<file path="config.mk">
export PLATFORM = sky130hd
export DESIGN_NAME = pipe_ctrl
export DESIGN_NICKNAME = d
export VERILOG_FILES = /design/src/rtl/pipe_ctrl.sv
export SDC_FILE = /design/constraint.sdc
export NUM_CORES = 1
export LEC_CHECK = 0
export CAP_MARGIN = 30
export CORE_ASPECT_RATIO = 0.8
export CORE_UTILIZATION = 30
export DETAILED_ROUTE_END_ITERATION = 16
export GPL_ROUTABILITY_DRIVEN = 0
export PLACE_DENSITY_LB_ADDON = 0.3
export SETUP_SLACK_MARGIN = 0.4
export SLEW_MARGIN = 10
export SYNTH_ARGS = -nofsm -noshare
export SYNTH_HDL_FRONTEND = slang
export SYNTH_SLANG_ARGS = --single-unit
</file>
<file path="constraint.sdc">
create_clock -name clk -period 2.1 [get_ports clk]
set_input_delay 0.21 -clock clk [delete_from_list [all_inputs] [get_ports clk]]
set_output_delay 0.21 -clock clk [all_outputs]
set_load 0.05 [all_outputs]
</file>
<file path="src/rtl/pipe_ctrl.sv">
// pipe_ctrl -- pipeline hazard / exception controller.
//
// Holds pipeline stages while any stage requests a stall, redirects fetch on
// a committed exception or exception return, and flags a stall that has
// persisted for STALL_LIMIT consecutive cycles.
//
// Ports:
//   clk           sole clock, rising-edge
//   rst           asynchronous active-high reset
//   stallreq_id   decode stage stall request
//   stallreq_ex   execute stage stall request (multi-cycle op)
//   stallreq_mem  memory stage stall request (bus wait)
//   exc_valid     exception committed in memory stage
//   exc_eret      exception return committed in memory stage
//   exc_epc       return address used by exc_eret
//   stall[5:0]    per-stage hold: PC, IF/ID, ID/EX, EX/MEM, MEM/WB, WB
//   flush         one-cycle pipeline clear / fetch redirect
//   new_pc        redirect target, valid while flush=1
//   stall_timeout sticky: stall held for STALL_LIMIT consecutive cycles
module pipe_ctrl #(
    parameter logic [7:0]  STALL_LIMIT = 8'd255,
    parameter logic [31:0] EXC_BASE    = 32'h00000020
) (
    input  logic        clk,
    input  logic        rst,
    input  logic        stallreq_id,
    input  logic        stallreq_ex,
    input  logic        stallreq_mem,
    input  logic        exc_valid,
    input  logic        exc_eret,
    input  logic [31:0] exc_epc,
    output logic [5:0]  stall,
    output logic        flush,
    output logic [31:0] new_pc,
    output logic        stall_timeout
);

    typedef enum logic [1:0] {
        S_RUN,
        S_STALL,
        S_FLUSH
    } state_t;

    state_t      state;
    state_t      state_nxt;
    logic [7:0]  stall_cnt;
    logic [7:0]  stall_cnt_inc;
    logic        any_req;
    logic        exc_any;
    logic        stall_active;

    assign any_req       = stallreq_id | stallreq_ex | stallreq_mem;
    assign exc_any       = exc_valid | exc_eret;
    assign stall_cnt_inc = stall_cnt + 8'd1;
    assign stall_active  = (stall != 6'b000000);

    // flush decodes the state register directly, so it is glitch-free and
    // lands one cycle after the edge that sampled the exception.
    assign flush = (state == S_FLUSH);

    always_ff @(posedge clk or posedge rst) begin
        if (rst) begin
            state <= S_RUN;
        end else begin
            state <= state_nxt;
        end
    end

    // Next state and the combinational stall vector. The stall vector is
    // forced to zero during reset because state already reads RUN there and
    // would otherwise pass requests straight through.
    always_comb begin
        state_nxt = state;
        stall     = 6'b000000;

        if (state != S_FLUSH) begin
            if (stallreq_mem) begin
                stall = 6'b011111;
            end else if (stallreq_ex) begin
                stall = 6'b001111;
            end else if (stallreq_id) begin
                stall = 6'b000111;
            end
        end
        if (rst) begin
            stall = 6'b000000;
        end

        case (state)
            S_RUN, S_STALL: begin
                if (exc_any) begin
                    state_nxt = S_FLUSH;
                end else if (any_req) begin
                    state_nxt = S_STALL;
                end else begin
                    state_nxt = S_RUN;
                end
            end
            S_FLUSH: state_nxt = S_RUN;
            default: state_nxt = S_RUN;
        endcase
    end

    always_ff @(posedge clk or posedge rst) begin
        if (rst) begin
            new_pc <= '0;
        end else if ((state != S_FLUSH) && exc_any) begin
            new_pc <= exc_valid ? EXC_BASE : exc_epc;
        end
    end

    // Consecutive-stall counter: saturates rather than wrapping, and the
    // timeout fires only on the increment that reaches the limit.
    always_ff @(posedge clk or posedge rst) begin
        if (rst) begin
            stall_cnt     <= '0;
            stall_timeout <= 1'b0;
        end else if (stall_active) begin
            if (stall_cnt != 8'hFF) begin
                stall_cnt <= stall_cnt_inc;
                if (stall_cnt_inc == STALL_LIMIT) begin
                    stall_timeout <= 1'b1;
                end
            end
        end else begin
            stall_cnt <= '0;
        end
    end

endmodule

</file>
==> reports/metrics.cfg <==
[run_status]
outcome=completed

[routing]
wl_per_cell_um=12.1
firstDrtPassIters=4
drc=0
ant_nets=0
num_vias=1656
wirelength_um=4510
drt-vias-per-instance=4.45
first_iter_violations=52

[floorplanning]
dieArea_um2=7000
dieHeight_um=75.0
initial_utilization_pct=31.2
rows=26
core_area_um2=6410
die_width_um=93.3
io_pins=79

[placement]
dp_slack_ns=0.296
dp.cells=359
hpwlAfterDp_um=3190
port_buffers=77

[hold_path]
hold_path.class=input port to asynchronous set/reset pin

[yosys]
yosysUniqueCellTypes=34
yosysWarnings=0
async_flop_share_pct=100
syn-instance-count=210
synth_area_per_cell_um2=9.52
synth-seq-cells=43
ys_seq_area_share_pct=53.8
synth-main-ff-cell=dfrtp_1
synth_fp_nets=251
synth_edf_count=0
synthesis.area_um2=2000

[critical_path]
critPathBufInv=1
crit_required_ns=1.89
crit_chain=clkdlybuf4s50_1
slowest_stage=clkdlybuf4s50_1
end_kind=primary output
max_stage_delay_ns=0.81
cp_data_arrival_time_ns=1.45
path_delay_family=buffers and inverters
path_class=flip-flop to primary output
cp_max_fo=2
start_kind=flip-flop

[global_routing]
overflow=0
antenna_found_initial=0
grt_pass1_vias=1580
grt_pass1_wl_um=7420
grt_max_degree=34
grt_usage_pct=13.7

[cells_and_area]
areaGrowthSynthToFinish_pct=51.7
drive_above_1_share_pct=11.1
finalNonFillerCells=372
num-nets-final=328
diodes=0

[sta]
fmax_mhz=601
worstMarginPinSlew_ns=0.604
setup_viol=0
worst_hold_slack_ns=0.314
finalHoldViolations=0
rsz0062_at_grt=yes
fin_tns_setup_ns=0
slew_headroom_pct=59.8
min_period_over_period_pct=79.2
finalClockSkew_ns=0.0101
setup_ws_ns=0.437
drv_slew=0
period_minus_slack_ns=1.66

[pwr]
p_per_area_nw_per_um2=767
ir_drop_mv=0.370
leakage_nw=1.61

[clocking]
insertion_delay_ns=0.29
cts_sinks=43
cts_tree=done
cts_buffers=5
cts_hold_buf=0
root_buffer=clkbuf_8
clockBufferDepth=2
path_clk_slew_ns=0.08
cts_max_level=2

[job]
maxCapViolCount=0

## through the flow
| step | total power [mW] | instance area (um^2) | util [%] |
|---|---|---|---|
| floorplan | 1.51 | 2010 | - |
| global placement | 1.84 | 2870 | 44.7 |
| detailed placement | 1.85 | 2870 | 44.7 |
| CTS | 2.36 | 2960 | 46.2 |
| global route | 2.46 | 3030 | 47.3 |
| finish | 2.33 | 3030 | 47.3 |
## kinds of logic after synthesis
family,after synthesis,synth area share [%]
fa+ha+maj,2,1.25
xor+xnor,7,3.07
flops,43,53.8
mux,1,0.501
buf+inv,23,5.69
other cells,1,0.188
compound gates,13,4.51
simple gates,120,31.0
## placed cells by master (no fill, tap or decap), types with 3 or more instances in the layout
cell,instances
buf_4,13
xnor2_1,4
dfrtp_1,43
buf_12,3
nand4_1,3
nor2_1,6
a21oi_1,6
nand3b_1,31
inv_1,3
nand2_1,66
clkbuf_8,5
clkdlybuf4s50_1,55
dlymetal6s2s_1,16
xor2_1,3
## metal layers
metal,vias up,global-route usage (%),share of wire (%)
met4,0,4.10,0.66
met5,-,0,0
li1,839,-,-
met2,49,23.3,46
met1,766,17.3,47
met3,2,3.94,6.1
## where the power goes
| group | internal [mW] | switching (mW) |
|---|---|---|
| combinational | 0.314 | 0.545 |
| sequential | 0.920 | 0.0520 |
| clock | 0.234 | 0.262 |
| total | 1.47 | 0.859 |
## area by class of cell
type / count / area, um^2
timing repair buffer: 88 / 917
multi-input combinational: 144 / 827
inverter: 5 / 26.3
clock inverter: 1 / 5.00
tap: 84 / 105
clock buffer: 7 / 76.3
sequential: 43 / 1080
fill: 651 / 3380
## state kept, by name, indices dropped and copies added (netlist names)
| name | cells |
|---|---|
| new_pc | 32 |
| stall_cnt | 8 |
| stall_timeout | 1 |
| state | 2 |
## worst register-to-register path, stage by stage (launching register included)
cell,delay (ns)
dfrtp_1,0.39
nor2b_4,0.14
or3_4,0.40
inv_8,0.09
buf_4,0.11
nand4_2,0.09
o41ai_2,0.30
## worst paths after layout
check,cells after the start,to,slack (ns),startpoint
worst min-delay path,2,state[0],0.31,rst
worst max-delay path,1,new_pc[21],0.44,new_pc[21]
worst max register to register,6,stall_timeout,0.49,state[1]
worst min register to register,2,new_pc[19],0.47,new_pc[19]
min in group clk,2,new_pc[19],0.47,new_pc[19]
max in group asynchronous,3,new_pc[30],1.23,rst
## synthesized netlist by cell type (all sizes together), types with 2 or more instances
| cell type | n | area share [%] |
|---|---|---|
| a211oi | 2 | 0.75 |
| a21oi | 6 | 1.5 |
| buf | 7 | 2.4 |
| clkbuf | 11 | 2.1 |
| dfrtp | 43 | 54 |
| ha | 2 | 1.3 |
| inv | 4 | 0.75 |
| nand2 | 66 | 12 |
| nand3 | 2 | 0.50 |
| nand3b | 31 | 12 |
| nand4 | 4 | 1.6 |
| nor2 | 7 | 1.3 |
| nor3 | 2 | 0.50 |
| xnor2 | 4 | 1.8 |
| xor2 | 3 | 1.3 |
## timing repair
item | 4_1_cts | 5_1_grt
setup endpoints to repair | 4 | 20
setup buffers | 1 | 4
gates resized for setup | 2 | 17
Note: power is estimated with default switching activity, not from simulation.
